**src/rtl/alu_request_arbiter_pkg.sv**
```systemverilog
`default_nettype none
// ============================================================================
// Module   : alu_arb_pkg
// Brief    : Shared types, widths and ALU opcodes for alu_request_arbiter.
// Revision : 1.0 - initial release
// ============================================================================
package alu_arb_pkg;

  localparam int ALU_W  = 8;
  localparam int SEL_W  = 4;
  localparam int FLAG_W = 4;

  localparam logic [SEL_W-1:0] OP_ADD = 4'd0;
  localparam logic [SEL_W-1:0] OP_SUB = 4'd1;
  localparam logic [SEL_W-1:0] OP_MUL = 4'd2;
  localparam logic [SEL_W-1:0] OP_DIV = 4'd3;
  localparam logic [SEL_W-1:0] OP_MOD = 4'd4;
  localparam logic [SEL_W-1:0] OP_AND = 4'd5;
  localparam logic [SEL_W-1:0] OP_OR  = 4'd6;
  localparam logic [SEL_W-1:0] OP_XOR = 4'd7;
  localparam logic [SEL_W-1:0] OP_NOT = 4'd8;
  localparam logic [SEL_W-1:0] OP_SHL = 4'd9;
  localparam logic [SEL_W-1:0] OP_SHR = 4'd10;
  localparam logic [SEL_W-1:0] OP_EQ  = 4'd11;
  localparam logic [SEL_W-1:0] OP_GT  = 4'd12;

  typedef enum logic [1:0] {
    IDLE  = 2'd0,
    ISSUE = 2'd1,
    RESP  = 2'd2
  } arb_state_t;

endpackage
`default_nettype wire

```
**src/rtl/alu_request_arbiter_if.sv**
```systemverilog
`default_nettype none
// ============================================================================
// Module   : alu_request_arbiter_if
// Brief    : Request and response handshake bundle between requesters and
//            the ALU arbiter.
// Revision : 1.0 - initial release
// ============================================================================
interface alu_request_arbiter_if
  import alu_arb_pkg::*;
#(
  parameter int NREQ = 4
) ();

  localparam int IDW = $clog2(NREQ);

  logic [NREQ-1:0]        ReqValid;
  logic [NREQ*ALU_W-1:0]  ReqA;
  logic [NREQ*ALU_W-1:0]  ReqB;
  logic [NREQ*SEL_W-1:0]  ReqSel;
  logic [NREQ-1:0]        ReqReady;

  logic                   RspValid;
  logic [IDW-1:0]         RspId;
  logic [ALU_W-1:0]       RspData;
  logic [FLAG_W-1:0]      RspFlag;
  logic                   RspReady;

  modport master (
    output ReqValid, ReqA, ReqB, ReqSel, RspReady,
    input  ReqReady, RspValid, RspId, RspData, RspFlag
  );

  modport slave (
    input  ReqValid, ReqA, ReqB, ReqSel, RspReady,
    output ReqReady, RspValid, RspId, RspData, RspFlag
  );

endinterface
`default_nettype wire

```
**src/rtl/alu_request_arbiter_rr_picker.sv**
```systemverilog
`default_nettype none
// ============================================================================
// Module   : rr_picker
// Brief    : Combinational rotating-priority picker; the search starts at ptr
//            and wraps modulo NREQ. Returns one-hot grant and its index.
// Revision : 1.0 - initial release
// ============================================================================
module rr_picker #(
  parameter int NREQ = 4,
  localparam int IDW = $clog2(NREQ)
) (
  input  logic [NREQ-1:0] req,
  input  logic [IDW-1:0]  ptr,
  output logic [NREQ-1:0] gnt,
  output logic [IDW-1:0]  idx,
  output logic            any
);

  logic [IDW-1:0] w_pos;

  function automatic logic [IDW-1:0] wrap_add(input logic [IDW-1:0] p, input int k);
    int s;
    s = int'(p) + k;
    if (s >= NREQ) s = s - NREQ;
    return IDW'(s);
  endfunction

  always_comb begin
    gnt   = '0;
    idx   = '0;
    any   = 1'b0;
    w_pos = '0;
    for (int k = 0; k < NREQ; k++) begin
      w_pos = wrap_add(ptr, k);
      if (!any && req[w_pos]) begin
        any        = 1'b1;
        gnt[w_pos] = 1'b1;
        idx        = w_pos;
      end
    end
  end

endmodule
`default_nettype wire

```
**src/rtl/alu_request_arbiter.sv**
```systemverilog
`default_nettype none
// ============================================================================
// Module   : alu_request_arbiter
// Brief    : Shares one combinational ALU among NREQ requesters and returns
//            tagged results on a valid/ready channel.
//            Define ARB_FIXED_PRIO_EN for lowest-index-wins priority instead
//            of round-robin.
// Revision : 1.0 - initial release
// ============================================================================
module alu_request_arbiter
  import alu_arb_pkg::*;
#(
  parameter int NREQ = 4,
  localparam int IDW = $clog2(NREQ)
) (
  input  logic                 Clk,
  input  logic                 Rst,
  alu_request_arbiter_if.slave bus,
  output logic [ALU_W-1:0]     AluA,
  output logic [ALU_W-1:0]     AluB,
  output logic [SEL_W-1:0]     AluSel,
  input  logic [ALU_W-1:0]     AluOut,
  input  logic [FLAG_W-1:0]    AluFlag,
  output logic                 Busy
);

  arb_state_t         r_state;
  arb_state_t         w_state_nxt;

  logic [NREQ-1:0]    w_gnt;
  logic [IDW-1:0]     w_idx;
  logic [IDW-1:0]     w_ptr;
  logic               w_any;
  logic               w_grant_en;

  logic [ALU_W-1:0]   w_a   [NREQ];
  logic [ALU_W-1:0]   w_b   [NREQ];
  logic [SEL_W-1:0]   w_sel [NREQ];

  logic [ALU_W-1:0]   r_alu_a;
  logic [ALU_W-1:0]   r_alu_b;
  logic [SEL_W-1:0]   r_alu_sel;
  logic [IDW-1:0]     r_rsp_id;
  logic [ALU_W-1:0]   r_rsp_data;
  logic [FLAG_W-1:0]  r_rsp_flag;
  logic               r_rsp_valid;

  for (genvar i = 0; i < NREQ; i++) begin : g_unpack
    assign w_a[i]   = bus.ReqA[ALU_W*i +: ALU_W];
    assign w_b[i]   = bus.ReqB[ALU_W*i +: ALU_W];
    assign w_sel[i] = bus.ReqSel[SEL_W*i +: SEL_W];
  end

  rr_picker #(.NREQ(NREQ)) u_picker (
    .req (bus.ReqValid),
    .ptr (w_ptr),
    .gnt (w_gnt),
    .idx (w_idx),
    .any (w_any)
  );

`ifdef ARB_FIXED_PRIO_EN
  assign w_ptr = '0;
`else
  logic [IDW-1:0] r_ptr;

  always_ff @(posedge Clk) begin
    if (Rst) begin
      r_ptr <= '0;
    end else if (w_grant_en) begin
      r_ptr <= (w_idx == IDW'(NREQ - 1)) ? '0 : w_idx + 1'b1;
    end
  end

  assign w_ptr = r_ptr;
`endif

  // Reset also masks the accept strobe so no requester sees a phantom grant.
  assign w_grant_en   = (r_state == IDLE) && w_any && !Rst;
  assign bus.ReqReady = w_grant_en ? w_gnt : '0;

  always_ff @(posedge Clk) begin
    if (Rst) r_state <= IDLE;
    else     r_state <= w_state_nxt;
  end

  always_comb begin
    w_state_nxt = r_state;
    unique case (r_state)
      IDLE:    if (w_grant_en) w_state_nxt = ISSUE;
      ISSUE:   w_state_nxt = RESP;
      RESP:    if (bus.RspReady) w_state_nxt = IDLE;
      default: w_state_nxt = IDLE;
    endcase
  end

  always_ff @(posedge Clk) begin
    if (Rst) begin
      r_alu_a     <= '0;
      r_alu_b     <= '0;
      r_alu_sel   <= '0;
      r_rsp_id    <= '0;
      r_rsp_data  <= '0;
      r_rsp_flag  <= '0;
      r_rsp_valid <= 1'b0;
    end else begin
      if (w_grant_en) begin
        r_alu_a   <= w_a[w_idx];
        r_alu_b   <= w_b[w_idx];
        r_alu_sel <= w_sel[w_idx];
        r_rsp_id  <= w_idx;
      end
      if (r_state == ISSUE) begin
        r_rsp_data  <= AluOut;
        r_rsp_flag  <= AluFlag;
        r_rsp_valid <= 1'b1;
      end
      if (r_state == RESP && bus.RspReady) begin
        r_rsp_valid <= 1'b0;
      end
    end
  end

  assign AluA         = r_alu_a;
  assign AluB         = r_alu_b;
  assign AluSel       = r_alu_sel;
  assign bus.RspValid = r_rsp_valid;
  assign bus.RspId    = r_rsp_id;
  assign bus.RspData  = r_rsp_data;
  assign bus.RspFlag  = r_rsp_flag;
  assign Busy         = (r_state != IDLE);

endmodule
`default_nettype wire

```
**src/flat_wrapper.sv**
```systemverilog
// flat-port wrapper written by rule: the top's interface ports become plain ports
module alu_request_arbiter_flat import alu_arb_pkg::*;
#(
  parameter int NREQ = 4,
  localparam int IDW = $clog2(NREQ)
)
  (Clk, Rst, AluA, AluB, AluSel, AluOut, AluFlag, Busy, bus_ReqValid, bus_ReqA, bus_ReqB, bus_ReqSel, bus_RspReady, bus_ReqReady, bus_RspValid, bus_RspId, bus_RspData, bus_RspFlag);
  alu_request_arbiter_if #(.NREQ(NREQ)) bus_i ();
  input  logic Clk;
  input  logic Rst;
  output logic [ALU_W-1:0] AluA;
  output logic [ALU_W-1:0] AluB;
  output logic [SEL_W-1:0] AluSel;
  input  logic [ALU_W-1:0] AluOut;
  input  logic [FLAG_W-1:0] AluFlag;
  output logic Busy;
  input wire logic [$bits(bus_i.ReqValid)-1:0] bus_ReqValid;
  input wire logic [$bits(bus_i.ReqA)-1:0] bus_ReqA;
  input wire logic [$bits(bus_i.ReqB)-1:0] bus_ReqB;
  input wire logic [$bits(bus_i.ReqSel)-1:0] bus_ReqSel;
  input wire logic [$bits(bus_i.RspReady)-1:0] bus_RspReady;
  output wire logic [$bits(bus_i.ReqReady)-1:0] bus_ReqReady;
  output wire logic [$bits(bus_i.RspValid)-1:0] bus_RspValid;
  output wire logic [$bits(bus_i.RspId)-1:0] bus_RspId;
  output wire logic [$bits(bus_i.RspData)-1:0] bus_RspData;
  output wire logic [$bits(bus_i.RspFlag)-1:0] bus_RspFlag;
  assign bus_i.ReqValid = bus_ReqValid;
  assign bus_i.ReqA = bus_ReqA;
  assign bus_i.ReqB = bus_ReqB;
  assign bus_i.ReqSel = bus_ReqSel;
  assign bus_i.RspReady = bus_RspReady;
  assign bus_ReqReady = bus_i.ReqReady;
  assign bus_RspValid = bus_i.RspValid;
  assign bus_RspId = bus_i.RspId;
  assign bus_RspData = bus_i.RspData;
  assign bus_RspFlag = bus_i.RspFlag;
  alu_request_arbiter #(.NREQ(NREQ)) u_core (.Clk(Clk), .Rst(Rst), .bus(bus_i), .AluA(AluA), .AluB(AluB), .AluSel(AluSel), .AluOut(AluOut), .AluFlag(AluFlag), .Busy(Busy));
endmodule
```
**config.mk**
```make
export PLATFORM = sky130hd
export DESIGN_NAME = alu_request_arbiter_flat
export DESIGN_NICKNAME = d
export VERILOG_FILES = /design/src/rtl/alu_request_arbiter_pkg.sv /design/src/rtl/alu_request_arbiter_if.sv /design/src/rtl/alu_request_arbiter_rr_picker.sv /design/src/rtl/alu_request_arbiter.sv /design/src/flat_wrapper.sv
export SDC_FILE = /design/constraint.sdc
export NUM_CORES = 1
export LEC_CHECK = 0
export ABC_AREA = 1
export ABC_CLOCK_PERIOD_IN_PS = 2300
export CAP_MARGIN = 5
export CORE_ASPECT_RATIO = 1.5
export CORE_UTILIZATION = 58
export CTS_CLUSTER_DIAMETER = 200
export DETAILED_ROUTE_END_ITERATION = 8
export DONT_BUFFER_PORTS = 1
export PLACE_DENSITY_LB_ADDON = 0.05
export SYNTH_ARGS = -nofsm -noshare
export SYNTH_HDL_FRONTEND = slang
export SYNTH_SLANG_ARGS = --single-unit
```
**constraint.sdc**
```tcl
create_clock -name Clk -period 2.3 [get_ports Clk]
set_input_delay 0.46 -clock Clk [delete_from_list [all_inputs] [get_ports Clk]]
set_output_delay 0.46 -clock Clk [all_outputs]
set_load 0.005 [all_outputs]
```
==> impl_metrics.toml <==
[timing]
slew_headroom = 0.743
setup_slack_ps = -40.8
period_share = 1.02
fin_crit_ps = 2340
skew_ps = 5.00
setup_viol = 4
fmax_mhz = 427
hold_viol_final = 0
tightest_slew_ps = 384
hold_ws_ps = 223
fin_setup_tns_ps = -84.6
slew_violations = 0
rsz0062_at_grt = "yes"

[synth]
ys_ff_latch = 39
ys_warn_count = 0
post-synth-top-area-cell = "dfxtp_1"
yosysSeqAreaShare = 0.280
yosysMostFrequentCell = "nand2_1"
ys_top_cells_by_count = "149 x nand2_1, 72 x inv_1, 44 x nor2_1, 39 x dfxtp_1, 36 x nand3_1"
netlist_area_um2 = 2790
synthTopCellsByArea = "dfxtp_1 28%, nand2_1 20%, inv_1 9.7%, nand3_1 6.5%, nor2_1 5.9%"
synth-main-ff-cell = "dfxtp_1"
synth_top_area_frac = 0.280
ys_async_sr_fraction = 0
syn_nets = 565
synth-edff-count = 0
syn_avg_cell_area_um2 = 6.10
synthCells = 457
synth.distinct_cells = 32

[setup_path]
regToRegEndpoint = "u_core.r_ptr[0]"
worst_r2r_path_depth = 12
reg2reg_slack_ps = 130
r2r_start = "u_core.r_ptr[0]"
crit_fanout = 5
worstPathRequired_ps = 1840
cp-end-kind = "primary output"
cp.arrival_ps = 1880
crit_slowest_cell = "dfxtp_4"
cp_cell_sequence = "clkinv_8 > ha_4 > inv_4 > nand3_2 > nand2_4 > nor2_4 > inv_2 > o21ai_2 > a31oi_2 > o21ai_1 > nand2_1 > inv_1"
slowest_delay_ps = 400
worst-setup-path-type = "flip-flop to primary output"
cp-start-kind = "flip-flop"

[drt]
vias = 2770
firstDrtPassIters = 4
antenna_left = 0
drtIter0Drc = 132
detail_route.vias_per_cell = 5.24
wl_um = 7090
wl_per_cell_um = 13.4
drc = 0

[floorplan]
die_area_um2 = 5090
core_area_um2 = 4580
die_y_um = 86.9
start_util = 0.608
num_io_pins = 139
num_rows = 30
die_w_um = 58.6

[cts]
clk_pin_slew_worst_paths_ps = 80
clockRootBuffer = "clkbuf_8"
cts_sinks = 39
htreeDepth = 2
cts_buffer_depth = 2
cts_tree = "done"
insertion_delay_ps = 290
cts_buffers = 5

[pwr]
p_leak_nw = 1.71
clockPowerShare = 0.108
p_sw_mw = 2.23
p_sw_frac = 0.506
p_int_mw = 2.18
power.density_nw_per_um2 = 1410
p_seq_frac = 0.255
vdd_drop_max_uv = 813
combPwrFrac = 0.637
total_power_mw = 4.40

[finish]
fin_nets = 572
antenna_cells = 0
regArea_um2 = 786
nFillCells = 441
multiInputGateArea_um2 = 1690
drive_gt1_frac = 0.144
syn_to_final_growth_pct = 12.3

[hold_path]
hold_path_class = "input pin to flip-flop"
min_path_cells = 1
worstHoldStart = "Rst"
hold_end = "u_core.r_state[1]"

[grt]
grt_max_degree = 32
first_global_vias = 2385
grt_antenna_before_repair = 0
grt.total_usage = 0.261
grt_overflow = 0
grt_pass1_wl_um = 10400

[placed_design]
gp_congestion = 0.925
dp_hpwl_um = 4920
portBuffers = 0

[outcome]
status = "complete, but fails checks"
violations = "negative setup slack"

[job]
max-cap-violations = 0
[metal layers]
layer | routed length, um | part of all wire | GRT usage | up-vias
met3 | 446 | 0.063 | 0.0609 | 8
met5 | 0 | 0 | 0 | -
met1 | 2850 | 0.40 | 0.302 | 1223
met4 | 80 | 0.011 | 0.0844 | 0
met2 | 3720 | 0.52 | 0.466 | 100
li1 | - | - | - | 1439
[metrics by stage]
step,utilization,std cells,cell area [um^2],setup WS [ps]
floorplan,-,457,2800,57.6
global placement,0.625,515,2860,207
detailed placement,0.625,515,2860,138
CTS,0.648,523,2970,-19.0
global route,0.683,529,3130,-133
finish,0.683,529,3130,-40.8
[power groups by stage]
stage / registers, mW / clock network, mW / logic (mW)
floorplan: 1.08 / 0 / 2.11
global placement: 1.13 / 0 / 2.43
detailed placement: 1.13 / 0 / 2.49
CTS: 1.12 / 0.492 / 2.52
global route: 1.15 / 0.520 / 3.17
finish: 1.12 / 0.477 / 2.80
[cell families after synthesis]
kind of cell / after synthesis / share of synthesized area
DFF: 39 / 0.280
adders and majority gates: 9 / 0.0404
and+or+nand+nor: 272 / 0.442
AOI/OAI and AO/OA: 42 / 0.0894
buffers and inverters: 95 / 0.148
[state kept, by name, summed over array words and instances, names as in the netlist]
register             cells
u_core.r_state           2
u_core.bus.RspData       8
u_core.AluSel            4
u_core.AluB              8
u_core.bus.RspId         2
u_core.bus.RspValid      1
u_core.bus.RspFlag       4
u_core.AluA              8
u_core.r_ptr             2
[critical path, delay by kind of cell (launching register included)]
kind,cells,cell delay (ps)
DFF,1,400
and+or+nand+nor,4,360
adders and majority gates,1,310
AOI/OAI and AO/OA,3,270
buffers and inverters,4,240
[cell usage in the layout (no fill, tap or decap), types with 8 or more instances in the layout]
master    instances
nand4_1          18
dfxtp_1          37
or2_1             8
o211ai_1          8
buf_4            14
nand2_1         145
nand2_2           8
o21ai_0          16
inv_1            68
nand3_1          33
nor2_1           43
ha_1              8
[worst max path at each step]
| stage | from | endpoint |
|---|---|---|
| 6_report | u_core.r_ptr[0] | bus_ReqReady[2] |
| 3_5_place_dp | u_core.r_ptr[0] | u_core.AluA[2] |
| 2_1_floorplan | u_core.r_ptr[0] | u_core.r_ptr[1] |
| 4_1_cts | u_core.r_ptr[0] | bus_ReqReady[0] |
| 5_1_grt | u_core.r_ptr[0] | bus_ReqReady[2] |
| 3_3_place_gp | u_core.r_ptr[0] | u_core.r_ptr[0] |
[repair_timing]
action                                  4_1_cts  5_1_grt
pin swaps                                     2       13
endpoints found under the hold margin         0        0
endpoints found under the setup margin        4       27
hold buffers                                  0        0
buffers inserted                              0        6
gates resized for setup                       7       31
[layout make-up]
cell class | count | area share
inverters | 75 | 0.0956
flip-flops and latches | 39 | 0.251
clock inverters | 3 | 0.00760
well taps | 64 | 0.0256
repair buffers | 20 | 0.0592
clock buffers | 5 | 0.0220
multi-input cells | 323 | 0.539
No activity file was read; power rests on OpenSTA's default activity.
